[src/rtl/serial_sub_pkg.sv]
// Shared types and constants for the digit-serial subtractor.
package serial_sub_pkg;

  typedef enum logic [1:0] {
    IDLE = 2'd0,
    RUN  = 2'd1,
    DONE = 2'd2
  } sub_state_t;

  localparam int SUB_WIDTH_DEFAULT = 32;
  localparam int SUB_DIGIT_DEFAULT = 4;

  // Number of RUN cycles needed to cover the whole operand.
  function automatic int nslices(input int width, input int digit);
    return width / digit;
  endfunction

endpackage

[src/rtl/sub_digit.sv]
// One DIGIT-bit slice of subtract-with-borrow, done as a + ~b + ~bin.
module sub_digit #(
  parameter int DIGIT = 4
) (
  input  logic [DIGIT-1:0] a,
  input  logic [DIGIT-1:0] b,
  input  logic             bin,
  output logic [DIGIT-1:0] d,
  output logic             bout
);

  logic [DIGIT:0] sum;

  // A carry out of the slice means no borrow was needed.
  assign sum  = {1'b0, a} + {1'b0, ~b} + {{DIGIT{1'b0}}, ~bin};
  assign d    = sum[DIGIT-1:0];
  assign bout = ~sum[DIGIT];

endmodule

[src/rtl/serial_subtractor.sv]
// Digit-serial A - B - b_in with valid/ready handshakes on both sides.
// Optional zero-result flag enabled by defining SERIAL_SUB_ZERO_FLAG_EN.
module serial_subtractor
  import serial_sub_pkg::*;
#(
  parameter int WIDTH = SUB_WIDTH_DEFAULT,
  parameter int DIGIT = SUB_DIGIT_DEFAULT
) (
  input  logic             clk,
  input  logic             rst,
  input  logic             in_valid,
  output logic             in_ready,
  input  logic [WIDTH-1:0] A,
  input  logic [WIDTH-1:0] B,
  input  logic             b_in,
  output logic             out_valid,
  input  logic             out_ready,
  output logic [WIDTH-1:0] diff,
  output logic             b_out,
  output logic             overflow
`ifdef SERIAL_SUB_ZERO_FLAG_EN
  ,
  output logic             zero
`endif
);

  localparam int N  = nslices(WIDTH, DIGIT);
  localparam int CW = (N > 1) ? $clog2(N) : 1;

  generate
    if (WIDTH % DIGIT != 0) begin : g_bad_digit
      $error("serial_subtractor: WIDTH must be a multiple of DIGIT");
    end
  endgenerate

  sub_state_t       state_reg, state_next;
  logic [WIDTH-1:0] a_reg, b_reg, diff_reg, diff_next;
  logic [CW-1:0]    cnt_reg;
  logic             borrow_reg, b_out_reg, overflow_reg;
  logic             a_msb_reg, b_msb_reg;
  logic [DIGIT-1:0] slice_d;
  logic             slice_bout;
  logic             cnt_last;

  sub_digit #(.DIGIT(DIGIT)) u_sub_digit (
    .a    (a_reg[DIGIT-1:0]),
    .b    (b_reg[DIGIT-1:0]),
    .bin  (borrow_reg),
    .d    (slice_d),
    .bout (slice_bout)
  );

  assign cnt_last  = (cnt_reg == CW'(N - 1));
  // New slice enters at the top so the LSB slice ends up at the bottom after N shifts.
  assign diff_next = (diff_reg >> DIGIT) | (WIDTH'(slice_d) << (WIDTH - DIGIT));

  always_comb begin
    state_next = state_reg;
    case (state_reg)
      IDLE:    if (in_valid) state_next = RUN;
      RUN:     if (cnt_last) state_next = DONE;
      DONE:    if (out_ready) state_next = IDLE;
      default: state_next = IDLE;
    endcase
  end

  always_ff @(posedge clk) begin
    if (rst) begin
      state_reg <= IDLE;
    end else begin
      state_reg <= state_next;
    end
  end

  always_ff @(posedge clk) begin
    if (rst) begin
      a_reg        <= '0;
      b_reg        <= '0;
      diff_reg     <= '0;
      cnt_reg      <= '0;
      borrow_reg   <= 1'b0;
      b_out_reg    <= 1'b0;
      overflow_reg <= 1'b0;
      a_msb_reg    <= 1'b0;
      b_msb_reg    <= 1'b0;
    end else begin
      case (state_reg)
        IDLE: begin
          if (in_valid) begin
            a_reg      <= A;
            b_reg      <= B;
            borrow_reg <= b_in;
            cnt_reg    <= '0;
            a_msb_reg  <= A[WIDTH-1];
            b_msb_reg  <= B[WIDTH-1];
          end
        end
        RUN: begin
          a_reg      <= a_reg >> DIGIT;
          b_reg      <= b_reg >> DIGIT;
          borrow_reg <= slice_bout;
          diff_reg   <= diff_next;
          cnt_reg    <= cnt_last ? '0 : cnt_reg + 1'b1;
          if (cnt_last) begin
            // The last slice's top bit is the final result's sign bit.
            b_out_reg    <= slice_bout;
            overflow_reg <= (a_msb_reg != b_msb_reg) && (slice_d[DIGIT-1] != a_msb_reg);
          end
        end
        default: ;
      endcase
    end
  end

`ifdef SERIAL_SUB_ZERO_FLAG_EN
  logic zero_reg;

  always_ff @(posedge clk) begin
    if (rst) begin
      zero_reg <= 1'b0;
    end else if (state_reg == IDLE && in_valid) begin
      zero_reg <= 1'b1;
    end else if (state_reg == RUN) begin
      zero_reg <= zero_reg & (slice_d == '0);
    end
  end

  assign zero = zero_reg;
`endif

  assign in_ready  = (state_reg == IDLE);
  assign out_valid = (state_reg == DONE);
  assign diff      = diff_reg;
  assign b_out     = b_out_reg;
  assign overflow  = overflow_reg;

endmodule
[config.mk]
export PLATFORM = sky130hd
export DESIGN_NAME = serial_subtractor
export DESIGN_NICKNAME = d
export VERILOG_FILES = /design/src/rtl/serial_sub_pkg.sv /design/src/rtl/sub_digit.sv /design/src/rtl/serial_subtractor.sv
export SDC_FILE = /design/constraint.sdc
export NUM_CORES = 1
export LEC_CHECK = 0
export ABC_AREA = 1
export BUFFER_PORTS_ARGS = -buffer_cell sky130_fd_sc_hd__buf_2
export CELL_PAD_IN_SITES_DETAIL_PLACEMENT = 0
export CELL_PAD_IN_SITES_GLOBAL_PLACEMENT = 1
export CORE_UTILIZATION = 41
export CTS_CLUSTER_SIZE = 8
export DETAILED_ROUTE_END_ITERATION = 12
export PLACE_DENSITY = 0.81
export SKIP_CTS_REPAIR_TIMING = 1
export SLEW_MARGIN = 15
export SYNTH_ARGS = -nofsm -noshare
export SYNTH_HDL_FRONTEND = slang
export SYNTH_SLANG_ARGS = --single-unit
[constraint.sdc]
create_clock -name clk -period 3.6 [get_ports clk]
set_input_delay 0 -clock clk [delete_from_list [all_inputs] [get_ports clk]]
set_output_delay 0 -clock clk [all_outputs]
set_load 0.02 [all_outputs]
## Yosys cells after proc, flatten, opt, wreduce, memory -nomap -nowiden

Cells that the tools add are included.

| storage, ports and cells | value |
|---|---|
| memory bits (writable) | 0 |
| latch bits | 0 |
| output and inout bits | 36 |
| register bits | 106 |
| bits in read-only memories | 0 |
| memories | 0 |

| cells by class | value |
|---|---|
| mux-type cells | 13 |
| bitwise logic cells | 4 |
| order comparisons | 0 |
| add/sub/neg operators | 3 |
| equality and inequality tests | 8 |
| div/mod/pow operators | 0 |
| reduce and logical (&&, ||, !) cells | 7 |
| multiply operators | 0 |
| shift operators | 0 |

Operators by type and width:

| operator | count |
|---|---|
| case mux 32 bit (2 select lines) | 2 |
| 2-to-1 mux 32 bit | 2 |
| bitwise OR 28 x 32 -> 32 bit | 1 |
| 2-to-1 mux 2 bit | 3 |
| 2-to-1 mux 3 bit | 2 |
| case mux 2 bit (3 select lines) | 1 |
| case mux 3 bit (2 select lines) | 1 |
| AND reduction 2 bit | 3 |
| adder 4 x 4 -> 5 bit | 1 |
| adder 5 x 1 -> 5 bit | 1 |
| inequality test 2 bit, second input constant | 2 |
| inverter 4 bit | 1 |
| adder 3 x 1 -> 3 bit, second input constant | 1 |
| equality test 3 bit, second input constant | 1 |
| AND reduction 3 bit | 1 |
| equality test 2 x 1 -> 1 bit, second input constant | 1 |
| equality test 2 bit, second input constant | 1 |
| zero test 2 bit | 1 |
| inequality test 1 bit | 2 |
| inequality test 2 x 1 -> 1 bit, second input constant | 1 |
| inverter 1 bit | 2 |
| case mux 1 bit (2 select lines) | 1 |
| nonzero test 2 bit | 1 |
| logical AND 1 bit | 1 |
| 2-to-1 mux 1 bit | 1 |

## Depth between registers and ports, before layout

Gate-level depths: netlist of the first run.

| depth | value |
|---|---|
| depth after elaboration | 5 |
| mapped depth | 11 |
| mapped depth without buffers | 11 |

## Cells and area by module

A second synthesis of the first run with hierarchy kept.

| second synthesis, totals | value |
|---|---|
| cell total of the unflattened synthesis | 801 |
| area, all modules | 5037.3 µm² |

Modules (own cells, without submodules):

| module | times used | cells each | area an instance (µm²) |
|---|---|---|---|
| serial_subtractor | 1 | 779 | 4885.9 |
| sub_digit | 1 | 22 | 151.4 |

## Worst setup path before layout of the first run

Ideal clock, no wire load.

| timing path | value |
|---|---|
| path type | reg2reg |
| start | reg a_reg[0] |
| end | reg diff_reg[29], in the netlist diff[29] |
| path slack | 2054 ps |
| path buffers | 0 |
| library setup time | 116 ps |
| arrival | 1430 ps |
| stages on the path, launching flop included | 7 |
| data required time | 3484 ps |
| clock period less this slack | 1546 ps |
| cell sequence | dfxtp_1 inv_1 fa_1 inv_1 fa_1 o21ai_0 nor2_1 |

| on the way | value |
|---|---|
| cells in the longest elaborated chain, start to end | 3 |

Ends and longest elaborated chain:

| element | line | source |
|---|---|---|
| from (decl) | serial_subtractor.sv:37 | `logic [WIDTH-1:0] a_reg, b_reg, diff_reg, diff_next;` |
| from (signal assigned) | serial_subtractor.sv:99 | `a_reg <= a_reg >> DIGIT;` |
| adder 4 x 4 -> 5 bit | sub_digit.sv:15 | `assign sum = {1'b0, a} + {1'b0, ~b} + {{DIGIT{1'b0}}, ~bin};` |
| adder 5 x 1 -> 5 bit | sub_digit.sv:15 |  |
| bitwise OR 28 x 32 -> 32 bit | serial_subtractor.sv:55 | `assign diff_next = (diff_reg >> DIGIT) \| (WIDTH'(slice_d) << (WIDTH - DIGIT));` |
| net diff_next[29] | serial_subtractor.sv:37 |  |
| to (signal assigned) | serial_subtractor.sv:102 | `diff_reg <= diff_next;` |
| to (decl) | serial_subtractor.sv:37 |  |

The timed path passes the listed nets, and every way through them passes these cells.
A chain may end at the register's enable or synchronous reset.

## Worst setup path in the final report of the first run

| timing path | value |
|---|---|
| start | reg state_reg[1] |
| end | reg b_reg[21] |

| on the way | value |
|---|---|
| cells in the longest elaborated chain, start to end | 3 |
| elaborated cells on any way between the ends | 6 |

Ends and longest elaborated chain:

| element | line | source |
|---|---|---|
| from (decl) | serial_subtractor.sv:36 | `sub_state_t state_reg, state_next;` |
| from (signal assigned) | serial_subtractor.sv:71 | `state_reg <= state_next;` |
| equality test 2 x 1 -> 1 bit or zero test 2 bit (tied branches) | serial_subtractor.sv:87 | `case (state_reg)` |
| nonzero test 2 bit (no source line) or inequality test 2 bit (tied branches) | -- |  |
| AND reduction 2 bit (no source line) | -- |  |
| to (signal assigned) | serial_subtractor.sv:100 | `b_reg <= b_reg >> DIGIT;` |
| to (decl) | serial_subtractor.sv:37 |  |

Parallel ways exist; a longest one is shown, timed or not.

==> results.toml, run 1 <==
[detailed_routing]
viasPerCell = 4.86
routed.top_layer = "met4"
finalWirelength_um = 10700
via_count = 4161
m1WireLength_um = 4970
wl_met3_um = 485
drt_iter0_markers = 229
drc_errors = 0
ant_nets = 0
first_pass_iters = 4
met2_length_um = 5090
post_drt_wl_per_cell_um = 12.5

[placement]
port_buffers = 104
dp_cells = 832
gp_congestion = 0.779
dp_hpwl_um = 7280

[hold_path]
hold_class = "input pin to flop"

[synthesis]
yosysTopAreaCell = "dfxtp_1"
synth_area_um2 = 4710
yosysTopAreaCellShare_pct = 45.0
ys_ff_latch = 106
synth_xor_area_share_pct = 0.186
seq_area_frac_synth_pct = 45.0
synthMuxAreaShare_pct = 0
syn-mean-instance-area_um2 = 7.22
synth_fa_ha_area_share_pct = 2.18
synthSimpleGateAreaFrac_pct = 15.4
yosys_warnings = 0
synth_compound_area_share_pct = 22.9
synth_top_family_by_area = "compound AO/OA/AOI/OAI gates"
syn_nets = 729
synth_cell_types = 20
synth.area.top_cells = "dfxtp_1 (45%), nand2_1 (8.8%), a21oi_1 (8.1%)"
synthCells = 653

[global_route]
grt_max_degree = 90
grt_pass1_vias = 3767
grt_pass1_wl_um = 17300
grt_usage_pct = 18.5
antenna_found_initial = 0
overflow = 0

[sta]
whs_ns = -0.0117
max-slew-margin-rel_pct = 47.6
grt_setup_unrepaired = "no"
drv_slew = 0
timing.final.hold_violations = 1
finalWorstPathRequiredPeriod_ns = 1.83
fmax_mhz = 545
tns_ns = 0
finalClockSkew_ns = 0.0137
tightest_slew_ns = 0.786
fin_crit_sh_pct = 51.0
setup_viol = 0

[cts]
cts_max_path_buffers = 2
cts.sinks = 106
clk_latency_ns = 0.34
cts-buffers-inserted = 9
path_clk_slew_ns = 0.07
root_buffer = "clkbuf_16"
htreeDepth = 3
tritoncts = "done"

[finish]
layout-drive-gt1-share_pct = 18.7
insertedDiodeCount = 0
fin_nets = 788
multi_input_area_um2 = 1930
area.sequential_um2 = 2120
nFillCells = 1113
final_common_cell = "nand2_1"
layout_common_cells = "nand2_1 (110), dfxtp_1 (106), buf_2 (104)"
syn2layout_area_growth_pct = 15.1
instances_no_fill = 857

[critical_path]
startpoint_type = "flop"
crit_path_max_fanout = 89
end_kind = "flop"
criticalPathCategory = "flop to flop"
crit_arrival_ns = 2.10
critical_path_required_ns = 3.87

[floorplanning]
initial_core_util_pct = 42.7
rows = 38
dieArea_um2 = 11900
coreArea_um2 = 11000
boundaryPins = 105
die_x_um = 109
die_h_um = 109

[run_status]
violations = "hold timing"
status = "finished, violations left"

[power]
max-vdd-ir-drop_v = 0.000283
p_leak_nw = 2.48
p_per_area_nw_per_um2 = 512

[job]
cap_violations = 0
cell families (layout without fill, tap and decap cells):
group | count (synthesis) | after routing
buffers and inverters | 137 | 201
adder cells (fa/ha/maj) | 7 | 7
AND/OR/NAND/NOR | 188 | 188
XOR/XNOR | 1 | 1
flip-flops | 106 | 106
AO/OA/AOI/OAI | 214 | 214
synth_stat cells:
library cell / instances
nand2_1: 110
dfxtp_1: 106
a21oi_1: 76
o21ai_0: 75
nor2_1: 68
inv_1: 62
o21ai_1: 60
buf_4: 36
buf_2: 21
clkbuf_1: 14
nand3_1: 6
ha_1: 5
inv_2: 4
o21a_1: 3
fa_1: 2
nand2_2: 1
nor2_2: 1
nor2_4: 1
nor3_1: 1
xnor2_1: 1
layout make-up:
cell class,instances,area share [%]
inverters,66,4.57
multi-input cells,410,35.5
well taps,140,3.23
repair buffers,119,12.3
flip-flops and latches,106,39.1
clock buffers,10,4.40
clock inverters,6,0.876
critical path, stage by stage (launching register included):
cell,delay [ns]
dfxtp_1,0.40
inv_2,0.08
nand2_4,0.55
buf_12,0.30
nand2_1,0.09
o21ai_0,0.08
o21ai_1,0.09
a21oi_1,0.12
where the power goes:
part / switching [mW] / internal (mW)
clock: 0.445 / 0.495
combinational: 0.328 / 0.184
sequential: 0.0466 / 1.28
through the flow:
stage | setup slack [ns] | power [mW] | utilization (%) | cell area, µm²
after floorplan | 2.05 | 1.75 | - | 4710
after global placement | 1.83 | 1.85 | 45.8 | 5050
after detailed placement | 1.77 | 1.86 | 45.8 | 5050
after CTS | 1.76 | 2.81 | 48.4 | 5340
after global routing | 1.54 | 2.94 | 49.2 | 5430
final | 1.77 | 2.78 | 49.2 | 5430
path summary, 6_finish.rpt:
path / from / to / slack [ns] / cells past startpoint
max: state_reg[1] / b_reg[21] / 1.77 / 7
min: in_valid / b_msb_reg / -0.01 / 4
max reg2reg: state_reg[1] / b_reg[21] / 1.77 / 7
min reg2reg: a_reg[12] / a_reg[12] / 0.45 / 2
metal layers:
layer | vias up | global-route usage (%)
li1 | 2186 | -
met1 | 1878 | 22.7
met2 | 83 | 32.2
met3 | 14 | 3.71
met4 | 0 | 6.00
met5 | - | 0
Note: power is estimated with default switching activity, not from simulation.
==> inputs of run 2 (changes only) <==
CORE_UTILIZATION = 35   (was 41)
PLACE_DENSITY = 0.73   (was 0.81)
clock period = 1.5 ns   (was 3.6 ns; I/O delays follow)
==> run 2 against run 1 <==
  * The run still ends with hold timing left
  * Non-clock buffer count up 9
  * Worst hold slack worse by 0.023 ns
  * Sequential cell count unchanged
  * Sequential share of layout area down 1.1 points
  * Combinational power grew to 2.6 times the previous value
  * Register-to-register slack got worse by 1.7 ns
  * Highest routed layer unchanged
==> results.toml, run 2 (synthesis gave the netlist of run 1 again) <==
[critical_path]
path_cells = "fa_2 > inv_2 > fa_2 > o21ai_1 > nor2_1"
cpPeakStageDelay_ns = 0.41
cp.buffers_inverters = 1
crit_family = "adder cells"
regToRegEndpoint = "diff[29]"
cpMostUsedCell = "fa_2"
regToRegSetupSlack_ns = 0.02
criticalPathCategory = "flop to flop"
crit_cells = 5
startpoint_type = "flop"
critical_path_required_ns = 1.74
setup.worst_path.end = "diff[29]"
crit_path_max_fanout = 3
crit_arrival_ns = 1.72
worstSetupStartpoint = "borrow_reg"
r2r_cells = 5
worstReg2RegStart = "borrow_reg"
end_kind = "flop"
cp_slowest_cell = "fa_2"

[global_route]
antenna_found_initial = 0
grt_usage_pct = 16.3
grt_pass1_wl_um = 18000
grt_max_degree = 59
overflow = 0
grt_pass1_vias = 3841

[finish]
final_core_util_pct = 42.4
syn2layout_area_growth_pct = 18.6
layout-drive-gt1-share_pct = 20.3
fin_nets = 797
instances_no_fill = 899
insertedDiodeCount = 0
final_common_cell = "nand2_1"
nFillCells = 1404
layout_common_cells = "nand2_1 (110), buf_2 (104), dfxtp_1 (103)"

[floorplanning]
die_h_um = 118
boundaryPins = 105
dieArea_um2 = 13900
die_x_um = 118
coreArea_um2 = 13200
initial_core_util_pct = 35.7
rows = 42

[detailed_routing]
via_count = 4166
drc_errors = 0
first_pass_iters = 4
viasPerCell = 4.63
wl_met3_um = 375
routed.top_layer = "met4"
post_drt_wl_per_cell_um = 12.1
met2_length_um = 4910
finalWirelength_um = 10900
drt_iter0_markers = 209
m1WireLength_um = 5350
ant_nets = 0

[sta]
setup_viol = 0
whs_ns = -0.0348
max-slew-margin-rel_pct = 75.1
grt_setup_unrepaired = "yes"
finalClockSkew_ns = 0.00663
tightest_slew_ns = 0.372
finalWorstPathRequiredPeriod_ns = 1.48
fin_crit_sh_pct = 98.7
setup_slack_ns = 0.0189
fmax_mhz = 675
drv_slew = 0
timing.final.hold_violations = 2

[power]
p_per_area_nw_per_um2 = 1180
p_sw_mw = 1.89
combPwrFrac_pct = 20.0
power.internal_mw = 4.69
p_sw_share_pct = 28.7
clkPwrFrac_pct = 31.5
p_seq_share_pct = 48.5
max-vdd-ir-drop_v = 0.000480
p_leak_nw = 2.54

[cts]
path_clk_slew_ns = 0.06
tritoncts = "done"
cts_max_path_buffers = 2
cts-buffers-inserted = 9
cts.sinks = 106
htreeDepth = 3
root_buffer = "clkbuf_16"
clk_latency_ns = 0.34

[placement]
port_buffers = 104
gp_congestion = 0.763
place_ws_ns = -0.0754
dp_cells = 878
dp_hpwl_um = 7480

[hold_path]
hold_class = "input pin to flop"

[run_status]
violations = "hold timing"
status = "finished, violations left"

[job]
cap_violations = 0
==> run 2: per-layer routing <==
| layer | GRT usage, % | vias up |
|---|---|---|
| li1 | - | 2207 |
| met1 | 21.6 | 1863 |
| met2 | 25.4 | 80 |
| met3 | 2.76 | 16 |
| met4 | 8.25 | 0 |
| met5 | 0 | - |
==> run 2: cell type report <==
class | instances | area, µm² | share of cell area, %
sequential | 106 | 2130 | 38.0
multi-input combinational | 410 | 1940 | 34.8
timing repair buffer | 128 | 812 | 14.5
inverter | 66 | 248 | 4.43
clock buffer | 12 | 236 | 4.23
tap | 176 | 220 | 3.94
clock inverter | 1 | 5.00 | 0.0895
==> run 2: worst register-to-register path, delay by kind of cell (launching register included) <==
family / cells / cell delay (ns)
DFF: 1 / 0.33
adders and majority gates: 2 / 0.79
and+or+nand+nor: 1 / 0.04
buffers and inverters: 1 / 0.09
AOI/OAI and AO/OA: 1 / 0.12
==> run 2: power by group through the flow <==
stage	Combinational (mW)	Clock, mW	Sequential, mW
floorplan	0.979	0	3.24
global placement	1.28	0	3.24
detailed placement	1.30	0	3.25
CTS	1.31	2.14	3.19
global route	1.50	2.26	3.22
finish	1.32	2.07	3.19
==> run 2: how the worst min path moves through the flow <==
| stage | startpoint | endpoint | cells after the start |
|---|---|---|---|
| after floorplan | A[28] | a_reg[28] | 2 |
| final | A[31] | a_msb_reg | 3 |
| after global placement | A[30] | a_reg[30] | 3 |
| after CTS | A[28] | a_reg[28] | 3 |
| after detailed placement | A[28] | a_reg[28] | 3 |
| after global routing | A[31] | a_reg[31] | 3 |
==> run 2: stage by stage <==
step                      hold WS [ns]  cell area [µm²]  power (mW)  setup TNS, ns
after CTS                      -0.0992             5490        6.63        -0.0849
after floorplan                  0.148             4720        4.21        -0.0112
after global routing           0.00270             5590        6.98        -0.0375
after global placement           0.267             5250        4.52        -0.0474
after detailed placement         0.270             5250        4.55        -0.0754
final                          -0.0348             5590        6.58              0
